===== config.mk =====
export PLATFORM = sky130hd
export DESIGN_NAME = data_stack
export DESIGN_NICKNAME = d
export VERILOG_FILES = /design/src/rtl/data_stack.sv
export SDC_FILE = /design/constraint.sdc
export NUM_CORES = 1
export LEC_CHECK = 0
export BUFFER_PORTS_ARGS = -buffer_cell sky130_fd_sc_hd__buf_2
export CAP_MARGIN = 20
export CORE_MARGIN = 2
export CORE_UTILIZATION = 30
export DETAILED_ROUTE_END_ITERATION = 6
export SLEW_MARGIN = 0
export SYNTH_ARGS = -nofsm -noshare
export SYNTH_HDL_FRONTEND = slang
export SYNTH_SLANG_ARGS = --single-unit
export TNS_END_PERCENT = 10

===== constraint.sdc =====
create_clock -name CLK -period 3.6 [get_ports CLK]
set_input_delay 0.54 -clock CLK [delete_from_list [all_inputs] [get_ports CLK]]
set_output_delay 0.54 -clock CLK [all_outputs]
set_load 0.1 [all_outputs]

===== src/rtl/data_stack.sv =====
// -----------------------------------------------------------------------------
// data_stack
//   LIFO data stack with a dedicated top-of-stack register and a DEPTH-1 entry
//   array holding the entries underneath it. Push and pop may be asserted in
//   the same cycle to replace the top entry. Overflow and underflow are sticky
//   flags that only clr_err clears.
//
// Ports
//   CLK         in   1              rising-edge clock
//   reset       in   1              asynchronous active-low reset
//   push        in   1              place write_data on top of stack
//   pop         in   1              discard current top entry
//   write_data  in   WIDTH          value to push
//   clr_err     in   1              synchronous clear of overflow/underflow
//   read_data   out  WIDTH          registered top of stack, 0 when empty
//   count       out  log2(DEPTH)+1  number of valid entries
//   empty       out  1              count == 0
//   full        out  1              count == DEPTH
//   overflow    out  1              sticky: push while full
//   underflow   out  1              sticky: pop while empty
// -----------------------------------------------------------------------------
module data_stack #(
  parameter int WIDTH = 16,
  parameter int DEPTH = 16
) (
  input  logic                     CLK,
  input  logic                     reset,
  input  logic                     push,
  input  logic                     pop,
  input  logic [WIDTH-1:0]         write_data,
  input  logic                     clr_err,
  output logic [WIDTH-1:0]         read_data,
  output logic [$clog2(DEPTH):0]   count,
  output logic                     empty,
  output logic                     full,
  output logic                     overflow,
  output logic                     underflow
);

  localparam int AW = $clog2(DEPTH);
  localparam int CW = AW + 1;

  localparam logic [CW-1:0] CNT_ZERO = {CW{1'b0}};
  localparam logic [CW-1:0] CNT_ONE  = CW'(1);
  localparam logic [CW-1:0] CNT_TWO  = CW'(2);
  localparam logic [CW-1:0] CNT_FULL = CW'(DEPTH);

  // Top-of-stack register plus the array of entries below it. Array slot k
  // holds the (k+1)-th entry from the bottom, so with count_q valid entries
  // the entry directly below the top sits at count_q-2.
  logic [WIDTH-1:0] top_q, top_d;
  logic [CW-1:0]    count_q, count_d;
  logic             empty_q, empty_d;
  logic             full_q, full_d;
  logic             ovf_q, ovf_d;
  logic             unf_q, unf_d;
  logic [WIDTH-1:0] mem_q [DEPTH-1];

  logic             wr_en_s;
  logic [CW-1:0]    wr_idx_s;
  logic [CW-1:0]    rd_idx_s;
  logic [AW-1:0]    wr_addr_s;
  logic [AW-1:0]    rd_addr_s;

  // Array addresses derived from the current count; only used when the
  // count range guarantees they fall inside 0..DEPTH-2.
  always_comb begin
    wr_idx_s  = count_q - CNT_ONE;
    rd_idx_s  = count_q - CNT_TWO;
    wr_addr_s = wr_idx_s[AW-1:0];
    rd_addr_s = rd_idx_s[AW-1:0];
  end

  // Next-state logic for the top register, count, status and error flags.
  always_comb begin
    top_d   = top_q;
    count_d = count_q;
    wr_en_s = 1'b0;
    // Clear first so that an error raised in the same cycle wins.
    ovf_d   = clr_err ? 1'b0 : ovf_q;
    unf_d   = clr_err ? 1'b0 : unf_q;

    case ({push, pop})
      2'b10: begin
        if (full_q) begin
          ovf_d = 1'b1;
        end else begin
          // Old top moves into the array only if there was a valid top.
          wr_en_s = !empty_q;
          top_d   = write_data;
          count_d = count_q + CNT_ONE;
        end
      end
      2'b01: begin
        if (empty_q) begin
          unf_d = 1'b1;
        end else if (count_q == CNT_ONE) begin
          top_d   = {WIDTH{1'b0}};
          count_d = CNT_ZERO;
        end else begin
          top_d   = mem_q[rd_addr_s];
          count_d = count_q - CNT_ONE;
        end
      end
      2'b11: begin
        // Replace top; on an empty stack this degenerates to a plain push.
        top_d = write_data;
        if (empty_q) begin
          count_d = CNT_ONE;
        end else begin
          count_d = count_q;
        end
      end
      default: begin
        top_d   = top_q;
        count_d = count_q;
      end
    endcase

    empty_d = (count_d == CNT_ZERO);
    full_d  = (count_d == CNT_FULL);
  end

  // State registers; empty/full are registered alongside count.
  always_ff @(posedge CLK or negedge reset) begin
    if (!reset) begin
      top_q   <= {WIDTH{1'b0}};
      count_q <= CNT_ZERO;
      empty_q <= 1'b1;
      full_q  <= 1'b0;
      ovf_q   <= 1'b0;
      unf_q   <= 1'b0;
    end else begin
      top_q   <= top_d;
      count_q <= count_d;
      empty_q <= empty_d;
      full_q  <= full_d;
      ovf_q   <= ovf_d;
      unf_q   <= unf_d;
    end
  end

  // Array storage; never reset because stale slots are unreachable once
  // count is cleared.
  always_ff @(posedge CLK) begin
    if (wr_en_s) begin
      mem_q[wr_addr_s] <= top_q;
    end
  end

  assign read_data = top_q;
  assign count     = count_q;
  assign empty     = empty_q;
  assign full      = full_q;
  assign overflow  = ovf_q;
  assign underflow = unf_q;

endmodule


# == Word-level counts from Yosys, hierarchy flattened ==
# Memory sizes are Yosys's and may differ from the RTL's.
# Index checks and enable logic that the tools add are counted.
# classes
n_addsub,3
mul,0
div_mod_pow,0
n_lt_le_gt_ge,0
eq_ne,7
shift,0
muxes,19
n_bitwise,0
reduce_logical,4
# op_table
op,n
$mux W16,3
$pmux W16 S3,1
$mux W5,4
$pmux W5 S3,1
$mux W1,10
$add A5 B1 Y5 const B,1
$eq A5 B1 Y1 const B,1
$eq A5 B5 Y1 const B,1
$logic_not A5 Y1,1
$sub A5 B1 Y5 const B,1
$eq A2 B2 Y1 const B,2
$ne A2 B2 Y1 const B,2
$sub A4 B2 Y4 const B,1
$reduce_and A3 Y1,1
$reduce_bool A3 Y1,1
$eq A2 B1 Y1 const B,1
$logic_not A1 Y1,1
# totals
ff_bits,25
latch_bits,0
ram_bits,240
romBits,0
in_bits,21
output_inout_bits,25
wordCells,40
n_memories,1
# memory_table
memory,depth,width,rd,rd_ports_with_merged_regs,wr,line,text
mem_q,15,16,1,0,1,57,logic [WIDTH-1:0] mem_q [DEPTH-1];

# == Longest topological paths before layout ==
# Gate-level depths: netlist of the first run.
# depth
ltp_word,5
depth_mapped,12
depth_no_buf,7

# == Worst setup path before layout of the first run ==
# Ideal clock, no wire load.
# synth_timing
kind,register to register
from,reg count_q[1] (netlist: count[1])
to,mem mem_q[8][0] (enable)
setup_time_ps,388
t_arrival_ps,3306
required_ps,3212
slack_ps,-94
path_stages_with_launch,9
n_path_buf,2
synth_period_minus_slack_ps,3694
cell_sequence,dfrtp_1 > buf_4 > clkinv_1 > clkbuf_1 > ha_1 > a21boi_0 > xor2_1 > nand2_1 > nor2_1
# synth_via
elab_chain_cells,1
# synth_rtl
item,line,text
start: declaration,52,"logic [CW-1:0] count_q, count_d;"
start signal: assignment,135,count_q <= count_d;
$sub A5 B1 Y5,-,
end: declaration,57,
# No other way between the ends.

# == Worst setup path after layout of the first run ==
# layout_timing
from,reg count_q[0] (netlist: count[0])
to,out count[0]
# layout_lines
item,line,text
end: declaration,33,"output logic [$clog2(DEPTH):0] count,"
# No word-level cell between the ends.

==> results.md, run 1 <==
| Item | Reported |
|---|---|
| Multi-input combinational cell area | 2790 um2 |
| I/O pin count | 46 |
| Remaining global-route overflow | 0 |
| Most frequent cells in the layout | 240 x edfxtp_1, 65 x nand2_1, 50 x mux2i_1, 45 x buf_2, 33 x buf_4 |
| Die height | 194 um |
| Buffer levels on the longest clock path | 3 |
| Clock-pin slew reported for the worst setup and hold paths after clock tree synthesis | 60 ps |
| CTS root buf | clkbuf_16 |
| Unrepaired setup endpoints after global routing | no |
| Area used by sequential logic in the layout | 7840 um2 |
| Fin Clk Skew | 11.3 ps |
| Overall power after layout | 10.8 mW |
| Critical path endpoint category | primary output |
| Most frequent standard cell in the layout excluding fill and tap cells | edfxtp_1 |
| Power density of the placed cells | 860 nW/um2 |
| Post-Syn Area | 10,800 um2 |
| Count of vias placed by the detailed router | 5,979 |
| Summed area of non-filler cells in the final layout | 12,600 um2 |
| GR Util All Layers | 13.3% |
| Pin slew with the least headroom to its limit | 970 ps |
| Fraction of layout cells with a size suffix above 1 | 23.2% |
| Hold-fix buffers at CTS | 0 |
| Result of the run | finished clean |
| Synthesized area per cell | 16.5 um2 |
| Arrival time worst endpoint | 2130 ps |
| Width of the chip | 194 um |
| Chain of cells forming the critical path | buf_12, buf_2 |
| Launching point of the worst reg2reg path | count[1] |
| Share of the yosys chip area belonging to registers | 72.5% |
| Depth of the worst register-to-register path | 7 |
| Number of setup buffers added after CTS | 0 |
| Share of the cycle needed by the critical path after routing | 74.2% |
| Switching Share | 38.6% |
| Post-synth EDFFs | 240 |
| Worst R2R End | mem_q[11][11] |
| Count of nets left with antenna violations after detail routing | 0 |
| Resize count post-CTS | 0 |
| Antenna violations before repair | 0 |
| Type of element launching the critical path | flip-flop |
| Async SR Flop Fraction | 9.43% |
| Endpoints failing setup | 0 |
| Number of synthesized register bits | 265 |
| Reg-to-reg slack, setup | 930 ps |
| Die Area | 37,500 um2 |
| Maximum cell stage delay along the critical path | 630 ps |
| Max Cap Viol | 0 |
| Static leakage | 4.33 nW |
| Primary flip-flop cell chosen by synthesis mapping | edfxtp_1 |
| Slowest cell on the critical path | dfrtp_4 |
| Final-report max-slew violation count | 0 |
| Post-detailed-route via-to-cell ratio | 4.94 |
| Post-Syn Nets | 683 |
| FMAX | 374 MHz |
| Sw Pwr | 4.17 mW |
| Filler cells | 3,354 |
| Cells after Synth | 653 |
| Initial DRT Pass Iterations | 5 |
| Highest fanout seen on the critical path | 54 |
| Detailed-route wire length per cell | 20.8 um |
| Clock latency on the worst-skew pair | 540 ps |
| Classification of the worst setup path | reg -> out |
| Share of total power in combinational logic | 34.4% |
| H-tree depth reported by CTS | 1 |
| Count of endpoints failing hold in the final timing report | 0 |
| Num CTS Buffers | 27 |
| Placeable core region | 35,500 um2 |
| Via count of the first global-routing pass | 6,108 |
| Internal power summed over all cells | 6.63 mW |
| Global-route wire length before repair | 38,100 um |
| Power share of the sequential group | 42.2% |
| Minimum clock period after layout | 2670 ps |
| Number of antenna diodes | 0 |
| Critical path required time | 3060 ps |
| DRC violations left | 0 |
| Placed Instance Area | 11,800 um2 |
| Global placement routability congestion | 0.761 |
| DR iter-0 viols | 546 |
| Total number of placement rows | 69 |
| Count of port buffers added during placement | 45 |
| Syn. warnings | 0 |
| Headroom to the max-slew limit | 35.4% |
| Effective utilization at floorplan | 30.4% |
| Max IR drop VDD | 0.418 mV |
| Synth cell types | 56 |
| Maximum number of pins on one net before global-route repair | 55 |
| Routed WL | 25,100 um |
| Final layout net count | 761 |
| Kind of path behind the tightest hold check | in -> async |
| Clock tree from TritonCTS | yes |
| Estimated wirelength of the detail-placed design | 15,800 um |
| Area Overhead vs Synth | 16.4% |
| Clock sink count | 265 |
| Fraction of power consumed by the clock network | 23.4% |
[critical path, delay by kind of cell, from the launching register on]
| kind | cells | cell delay, ps |
|---|---|---|
| DFF | 1 | 630 |
| buffers and inverters | 2 | 900 |
[metal layers]
| layer | GRT usage (%) | wire, um | vias to the layer above |
|---|---|---|---|
| li1 | - | - | 2708 |
| met1 | 18.5 | 11500 | 3056 |
| met2 | 21.2 | 11700 | 173 |
| met3 | 2.26 | 1380 | 42 |
| met4 | 4.33 | 632 | 0 |
| met5 | 0 | 0 | - |
[worst max-delay path by stage]
stage          slack (ps)             to      from  cells past startpoint
6_report              930       count[0]  count[0]                      2
5_1_grt               720  mem_q[11][11]  count[1]                      7
4_1_cts               880       count[0]  count[0]                      2
3_5_place_dp          970   mem_q[11][3]  count[1]                      7
3_3_place_gp         1020  read_data[10]      push                      6
2_1_floorplan         -90    mem_q[8][0]  count[1]                      8
[cell usage after synthesis (all sizes together), types with 2 or more instances]
cell	count	area (um2)
a31oi	8	50.1
a21oi	32	160
and3	8	50.1
a211oi	7	52.6
inv	6	22.5
edfxtp	240	7210
o221a	5	56.3
a21boi	2	15.0
nand2b	6	37.5
buf	18	136
dfrtp	24	601
xor2	3	26.3
o21ai	17	88.8
nor3	6	30.0
mux2i	50	500
o211ai	4	30.0
mux4	31	698
or3	6	37.5
xnor2	5	43.8
nor2b	3	18.8
nor2	39	146
ha	9	113
nand2	65	244
clkbuf	15	56.3
a22oi	8	60.1
a221oi	11	96.3
[stage by stage]
| stage | instances | util, % | worst slack [ps] | hold slack, ps | TNS (ps) |
|---|---|---|---|---|---|
| final | 1210 | 35.4 | 929 | 41.7 | 0 |
| after global routing | 1210 | 35.4 | 724 | 85.8 | 0 |
| after CTS | 1210 | 35.4 | 878 | 48.6 | 0 |
| after detailed placement | 1163 | 33.2 | 971 | 528 | 0 |
| after global placement | 1163 | 33.2 | 1020 | 524 | 0 |
| after floorplan | 653 | - | -94.3 | 244 | -17530 |
[power by group through the flow]
| stage | registers [mW] | clock network, mW | logic (mW) |
|---|---|---|---|
| 5_1_grt | 4.65 | 2.71 | 3.99 |
| 6_report | 4.56 | 2.52 | 3.72 |
| 4_1_cts | 4.58 | 2.59 | 3.75 |
| 2_1_floorplan | 5.26 | 0 | 2.00 |
| 3_3_place_gp | 4.62 | 0 | 3.74 |
| 3_5_place_dp | 4.64 | 0 | 3.74 |
[cell families (layout without fill, tap and decap cells)]
group | count (synthesis) | after routing | share of synthesized area, %
xor gates and xnor gates | 8 | 8 | 0.649
muxes | 81 | 81 | 11.1
adders and majority gates | 9 | 9 | 1.04
buffers and inverters | 40 | 136 | 2.03
AOI/OAI and AO/OA | 105 | 105 | 6.50
DFF | 265 | 265 | 72.5
and+or+nand+nor | 145 | 145 | 6.15
[layout make-up]
class | instances | share of cell area, %
Clock buffer | 36 | 5.72
Clock inverter | 11 | 0.538
Inverter | 7 | 0.209
Multi-Input combinational cell | 348 | 22.2
Sequential cell | 265 | 62.4
Tap cell | 461 | 4.59
Timing Repair Buffer | 82 | 4.40
[state kept, by name (all words and copies together), names as in the netlist]
register   count
mem_q        240
read_data     16
count          5
empty          1
full           1
overflow       1
underflow      1
(Power assumes the default switching activity.)
==> inputs of run 2 (changes only) <==
- clock period: 3.6 -> 2.35 ns (I/O delays scaled with it)
==> results.md, run 2 (synthesis gave the netlist of run 1 again) <==
| Item | Reported | Change |
|---|---|---|
| Endpoints failing setup | 0 | unchanged |
| Buffer levels on the longest clock path | 3 | unchanged |
| I/O pin count | 46 | unchanged |
| Result of the run | finished clean |  |
| Final Hold Slack | 75.3 ps | +33.6 ps |
| Post-detailed-route via-to-cell ratio | 4.90 | -0.92% |
| Post-layout utilization of the core | 37.7% | +2.3 points |
| Die Area | 37,500 um2 | unchanged |
| Filler cells | 3,269 | -2.5% |
| Count of port buffers added during placement | 45 | unchanged |
| Final-layout setup total negative slack | 0 ps | unchanged |
| Static leakage | 4.65 nW | +7.3% |
| Most frequent standard cell in the layout excluding fill and tap cells | edfxtp_1 |  |
| Count of endpoints failing hold in the final timing report | 0 | unchanged |
| Width of the chip | 194 um | unchanged |
| Minimum clock period after layout | 2330 ps |  |
| Critical path endpoint category | flip-flop |  |
| Antenna violations before repair | 0 | unchanged |
| DR iter-0 viols | 539 | -1.3% |
| Total number of placement rows | 69 | unchanged |
| Clock sink count | 265 | unchanged |
| Largest register FFs | 240 | unchanged |
| Clock-pin slew reported for the worst setup and hold paths after clock tree synthesis | 60 ps | about the same |
| Share of the cycle needed by the critical path after routing | 99.1% |  |
| Area Overhead vs Synth | 23.9% |  |
| FMAX | 429 MHz |  |
| Kind of path behind the tightest hold check | in -> reg |  |
| Power density of the placed cells | 1330 nW/um2 | +54% |
| Initial DRT Pass Iterations | 5 | unchanged |
| Count of nets left with antenna violations after detail routing | 0 | unchanged |
| Maximum number of pins on one net before global-route repair | 43 | -22% |
| Placed Instance Area | 12,400 um2 | +5.4% |
| Max Cap Viol | 0 | unchanged |
| Clock tree from TritonCTS | yes |  |
| Unrepaired setup endpoints after global routing | yes |  |
| Routed WL | 26,000 um | +3.2% |
| Estimated wirelength of the detail-placed design | 16,200 um | +2.9% |
| Clock latency on the worst-skew pair | 550 ps | about the same |
| Die height | 194 um | unchanged |
| Count of vias placed by the detailed router | 6,105 | +2.1% |
| Remaining global-route overflow | 0 | unchanged |
| Most frequent cells in the layout | 240 x edfxtp_1, 61 x nand2_1, 50 x mux2i_1, 46 x buf_4, 44 x buf_2 |  |
| GR Util All Layers | 13.8% | +0.57 points |
| DRC violations left | 0 | unchanged |
| Global-route wire length before repair | 39,500 um | +3.5% |
| Max IR drop VDD | 0.715 mV | +71% |
| Arrival time worst endpoint | 2790 ps | +660 ps |
| Effective utilization at floorplan | 30.4% | unchanged |
| Summed area of non-filler cells in the final layout | 13,400 um2 | +6.5% |
| H-tree depth reported by CTS | 1 | unchanged |
| Slowest cell on the critical path | or4b_4 |  |
| CTS root buf | clkbuf_16 |  |
| Final setup slack of the worst path | 20.6 ps | -908 ps |
| Fraction of layout cells with a size suffix above 1 | 29.3% | +6.0 points |
| Fin Clk Skew | 12.2 ps | +0.888 ps |
| Critical path required time | 2810 ps | -250 ps |
| Chain of cells forming the critical path | buf_4, or4b_4, o21ai_4, o32ai_4, a2111o_1, nor4b_2 |  |
| Num CTS Buffers | 27 | unchanged |
| Via count of the first global-routing pass | 6,212 | +1.7% |
| Multi-input combinational cell area | 3010 um2 | +8.0% |
| Final layout net count | 795 | +4.5% |
| Global placement routability congestion | 0.777 | +2.1% |
| Headroom to the max-slew limit | 52.2% | +17 points |
| Placeable core region | 35,500 um2 | unchanged |
| Pin slew with the least headroom to its limit | 716 ps | -253 ps |
| Highest fanout seen on the critical path | 12 | -78% |
| Fin cells | 1,247 | +3.1% |
| Total placed cells including tap cells | 1,191 | +2.4% |
| Register ranked first by flip-flop count | mem_q |  |
| Post-Place Setup Slack | 73.5 ps | -897 ps |
| Type of element launching the critical path | flip-flop |  |
| Area used by sequential logic in the layout | 7850 um2 | about the same |
| Classification of the worst setup path | reg -> reg |  |
| Final-report max-slew violation count | 0 | unchanged |
| Detailed-route wire length per cell | 20.8 um | +0.17% |
| Number of antenna diodes | 0 | unchanged |
| Maximum cell stage delay along the critical path | 570 ps | -60 ps |
| Overall power after layout | 17.8 mW | +64% |
==> run 2: changes by cell type in the layout (fill, tap and decap cells not counted), sizes merged <==
cell and change:
dlygate4sd3 +2, clkinvlp -1, clkbuf +5, bufinv +1, inv -2, buf +32
==> run 2: final timing paths <==
path	start	to	slack [ps]	cells after the start
max reg2reg	count[2]	full	20	6
max in group asynchronous	reset	count[1]	1410	2
min in group asynchronous	reset	count[4]	410	2
min reg2reg	read_data[12]	mem_q[2][12]	510	0
min	write_data[8]	read_data[8]	80	3
max	count[2]	full	20	6
==> run 2: cell type report <==
| cell class | instances | area share (%) |
|---|---|---|
| flip-flops and latches | 265 | 58.6 |
| repair buffers | 116 | 7.96 |
| inverters | 7 | 0.290 |
| multi-input cells | 348 | 22.5 |
| clock buffers | 41 | 5.74 |
| well taps | 461 | 4.31 |
| clock inverters | 9 | 0.598 |
==> run 2: layer usage <==
layer | routed length [um] | up-vias | global-route usage [%]
met2 | 12300 | 155 | 22.7
met3 | 1300 | 31 | 1.84
met4 | 501 | 0 | 3.19
met5 | 0 | - | 0
li1 | - | 2791 | -
met1 | 11900 | 3128 | 19.6
==> run 2: timing repair <==
item / 4_1_cts / 5_1_grt
hold endpoints to repair: 25 / 0
gates resized for setup: 0 / 9
hold buffers: 2 / 0
buffers inserted: 0 / 4
endpoints found under the setup margin: 0 / 12
==> run 2: worst max-delay path: cells and delay by family, from the launching register on <==
family / cells / cell delay, ps
AOI/OAI and AO/OA: 3 / 750
DFF: 1 / 470
and+or+nand+nor: 2 / 820
buffers and inverters: 1 / 190
==> run 2: where the power goes <==
group | internal (mW) | total (mW) | switching (mW)
sequential | 6.20 | 6.57 | 0.369
clock | 2.36 | 4.09 | 1.73
combinational | 2.42 | 7.10 | 4.68
total | 11.0 | 17.8 | 6.78
==> inputs of run 3 (changes only) <==
- CORE_UTILIZATION: 30 -> 61
- PLACE_DENSITY: unset -> 0.79
- clock period: 2.35 -> 2.6 ns (I/O delays scaled with it)
==> results.md, run 3 (synthesis gave the netlist of run 1 again) <==
| Item | Reported | Change |
|---|---|---|
| Fin Clk Skew | 10.5 ps | -1.67 ps |
| Final-report max-slew violation count | 0 | unchanged |
| Clock-pin slew reported for the worst setup and hold paths after clock tree synthesis | 60 ps | about the same |
| Most frequent cells in the layout | 240 x edfxtp_1, 64 x nand2_1, 50 x mux2i_1, 45 x buf_2, 41 x buf_4 |  |
| Most frequent standard cell in the layout excluding fill and tap cells | edfxtp_1 |  |
| Critical path endpoint category | flip-flop |  |
| Power density of the placed cells | 1230 nW/um2 | -7.4% |
| Maximum cell stage delay along the critical path | 890 ps | +320 ps |
| Final layout net count | 772 | -2.9% |
| Minimum clock period after layout | 2460 ps | +132 ps |
| Static leakage | 4.42 nW | -4.8% |
| DR iter-0 viols | 732 | +36% |
| Max Cap Viol | 0 | unchanged |
| Maximum number of pins on one net before global-route repair | 50 | +16% |
| Estimated wirelength of the detail-placed design | 15,200 um | -6.7% |
| FMAX | 406 MHz | -5.4% |
| Fin cells | 987 | -21% |
| Largest register FFs | 240 | unchanged |
| Effective utilization at floorplan | 62.4% | +32 points |
| Detailed-route wire length per cell | 25.2 um | +21% |
| I/O pin count | 46 | unchanged |
| Pin slew with the least headroom to its limit | 1100 ps | +383 ps |
| Final setup slack of the worst path | 138 ps | +118 ps |
| DRC violations left | 0 | unchanged |
| Placeable core region | 17,300 um2 | -51% |
| Classification of the worst setup path | reg -> reg |  |
| Switching Share | 38.4% | +0.27 points |
| Critical path required time | 3040 ps | +230 ps |
| Met3 track demand over resource | 3.93% | +2.1 points |
| Antenna violations before repair | 0 | unchanged |
| Slowest cell on the critical path | nor3_1 |  |
| Fraction of met1 tracks used by global routing | 39.0% | +19 points |
| Remaining global-route overflow | 0 | unchanged |
| Area Overhead vs Synth | 16.2% |  |
| GR Util All Layers | 27.6% | +14 points |
| Buffer levels on the longest clock path | 3 | unchanged |
| Fraction of layout cells with a size suffix above 1 | 25.7% | -3.5 points |
| Global-route wire length before repair | 37,700 um | -4.5% |
| Die height | 137 um | -29% |
| Placed Instance Area | 11,700 um2 | -6.0% |
| Sw Pwr | 5.92 mW | -13% |
| Power share of the sequential group | 40.0% | +3.0 points |
| Count of vias placed by the detailed router | 6,381 | +4.5% |
| Unrepaired setup endpoints after global routing | no |  |
| Num CTS Buffers | 26 | -3.7% |
| Register ranked first by flip-flop count | mem_q |  |
| Reg-to-reg slack, setup | 140 ps | +120 ps |
| Highest fanout seen on the critical path | 13 | +1 |
| Kind of path behind the tightest hold check | in -> reg |  |
| Arrival time worst endpoint | 2900 ps | +110 ps |
| Result of the run | finished clean |  |
| Die Area | 18,800 um2 | -50% |
| Fraction of power consumed by the clock network | 23.5% | +0.5 points |
| Width of the chip | 137 um | -29% |
| Share of total power in combinational logic | 36.5% | -3.5 points |
| Number of antenna diodes | 0 | unchanged |
| Post-Place Setup Slack | 97.7 ps | +24.2 ps |
| Total number of placement rows | 48 | -30% |
| Count of nets left with antenna violations after detail routing | 0 | unchanged |
| Count of port buffers added during placement | 45 | unchanged |
| Routed WL | 24,900 um | -4.1% |
| Most utilized layer in the global route result | met2 |  |
| Count of endpoints failing hold in the final timing report | 0 | unchanged |
| Summed area of non-filler cells in the final layout | 12,500 um2 | -6.3% |
| Filler cells | 1,026 | -69% |
| Share of the cycle needed by the critical path after routing | 94.7% | -4.4 points |
| Internal power summed over all cells | 9.49 mW | -14% |
| Via count of the first global-routing pass | 6,470 | +4.2% |
| Clock latency on the worst-skew pair | 520 ps | -30 ps |
| Chain of cells forming the critical path | ha_1, or4b_4, nand2_1, nor3_1, a221oi_1, o21ai_1 |  |
| Clock tree from TritonCTS | yes |  |
| Post-layout utilization of the core | 72.5% | +35 points |
| Post-detailed-route via-to-cell ratio | 6.47 | +32% |
| Type of element launching the critical path | flip-flop |  |
| Endpoints failing setup | 0 | unchanged |
| Global placement routability congestion | 0.895 | +15% |
| Clock sink count | 265 | unchanged |
| H-tree depth reported by CTS | 1 | unchanged |
| Headroom to the max-slew limit | 26.1% | -26 points |
| Max IR drop VDD | 0.942 mV | +32% |
| Total placed cells including tap cells | 937 | -21% |
| Met2 track utilization from global routing | 45.0% | +22 points |
| Initial DRT Pass Iterations | 5 | unchanged |
| CTS root buf | clkbuf_16 |  |
-- run 3: changes by cell type in the layout (fill, tap and decap cells not counted), moves of 3 or more --
cell / previous run / this run
buf_12: 24 / 7
a221oi_2: 6 / 0
a221oi_1: 5 / 11
clkbuf_1: 10 / 7
buf_4: 46 / 41
nand2_1: 61 / 64
-- run 3: layout make-up --
cell class / instances / area (um2) / share of cell area (%)
multi-input combinational: 348 / 2870 / 22.9
clock inverter: 10 / 77.6 / 0.618
clock buffer: 38 / 757 / 6.03
timing repair buffer: 94 / 683 / 5.44
tap: 225 / 282 / 2.24
inverter: 7 / 31.3 / 0.249
sequential: 265 / 7840 / 62.5
-- run 3: stage by stage --
step | hold slack, ps | power, mW | TNS (ps)
floorplan | 94.4 | 10.3 | -335
global placement | 459 | 11.6 | 0
detailed placement | 480 | 11.8 | 0
CTS | 68.2 | 15.4 | 0
global route | 80.3 | 16.0 | 0
finish | 81.8 | 15.4 | 0
-- run 3: metal layers --
layer,part of all wire (%),vias to the layer above
met3,9.4,55
met2,49,365
met1,39,3215
met4,3.0,0
met5,0,-
li1,-,2746
-- run 3: critical path: cells and delay by family (launching register included) --
| family | cells | cell delay [ps] |
|---|---|---|
| and+or+nand+nor | 3 | 1200 |
| adders and majority gates | 1 | 250 |
| DFF | 1 | 580 |
| AOI/OAI and AO/OA | 2 | 350 |
-- run 3: worst paths after layout --
path,from,endpoint,cells after the start
setup / recovery,count[0],read_data[15],6
hold / removal,clr_err,underflow,2
setup reg to reg,count[0],read_data[15],6
hold reg to reg,overflow,overflow,2
max in group asynchronous,reset,count[1],2
min in group asynchronous,reset,read_data[14],2
-- run 3: power by group through the flow --
stage	clock (mW)	sequential, mW	combinational (mW)
global route	3.83	6.23	5.95
global placement	0	6.19	5.39
finish	3.62	6.17	5.63
detailed placement	0	6.25	5.52
CTS	3.66	6.16	5.60
floorplan	0	7.29	3.02
-- run 3: timing repair --
item                                    in CTS  in global routing
resized for setup                            0                  2
endpoints found under the hold margin       24                  0
setup buffers                                0                  1
endpoints found under the setup margin       0                 38
hold buffers                                 1                  0
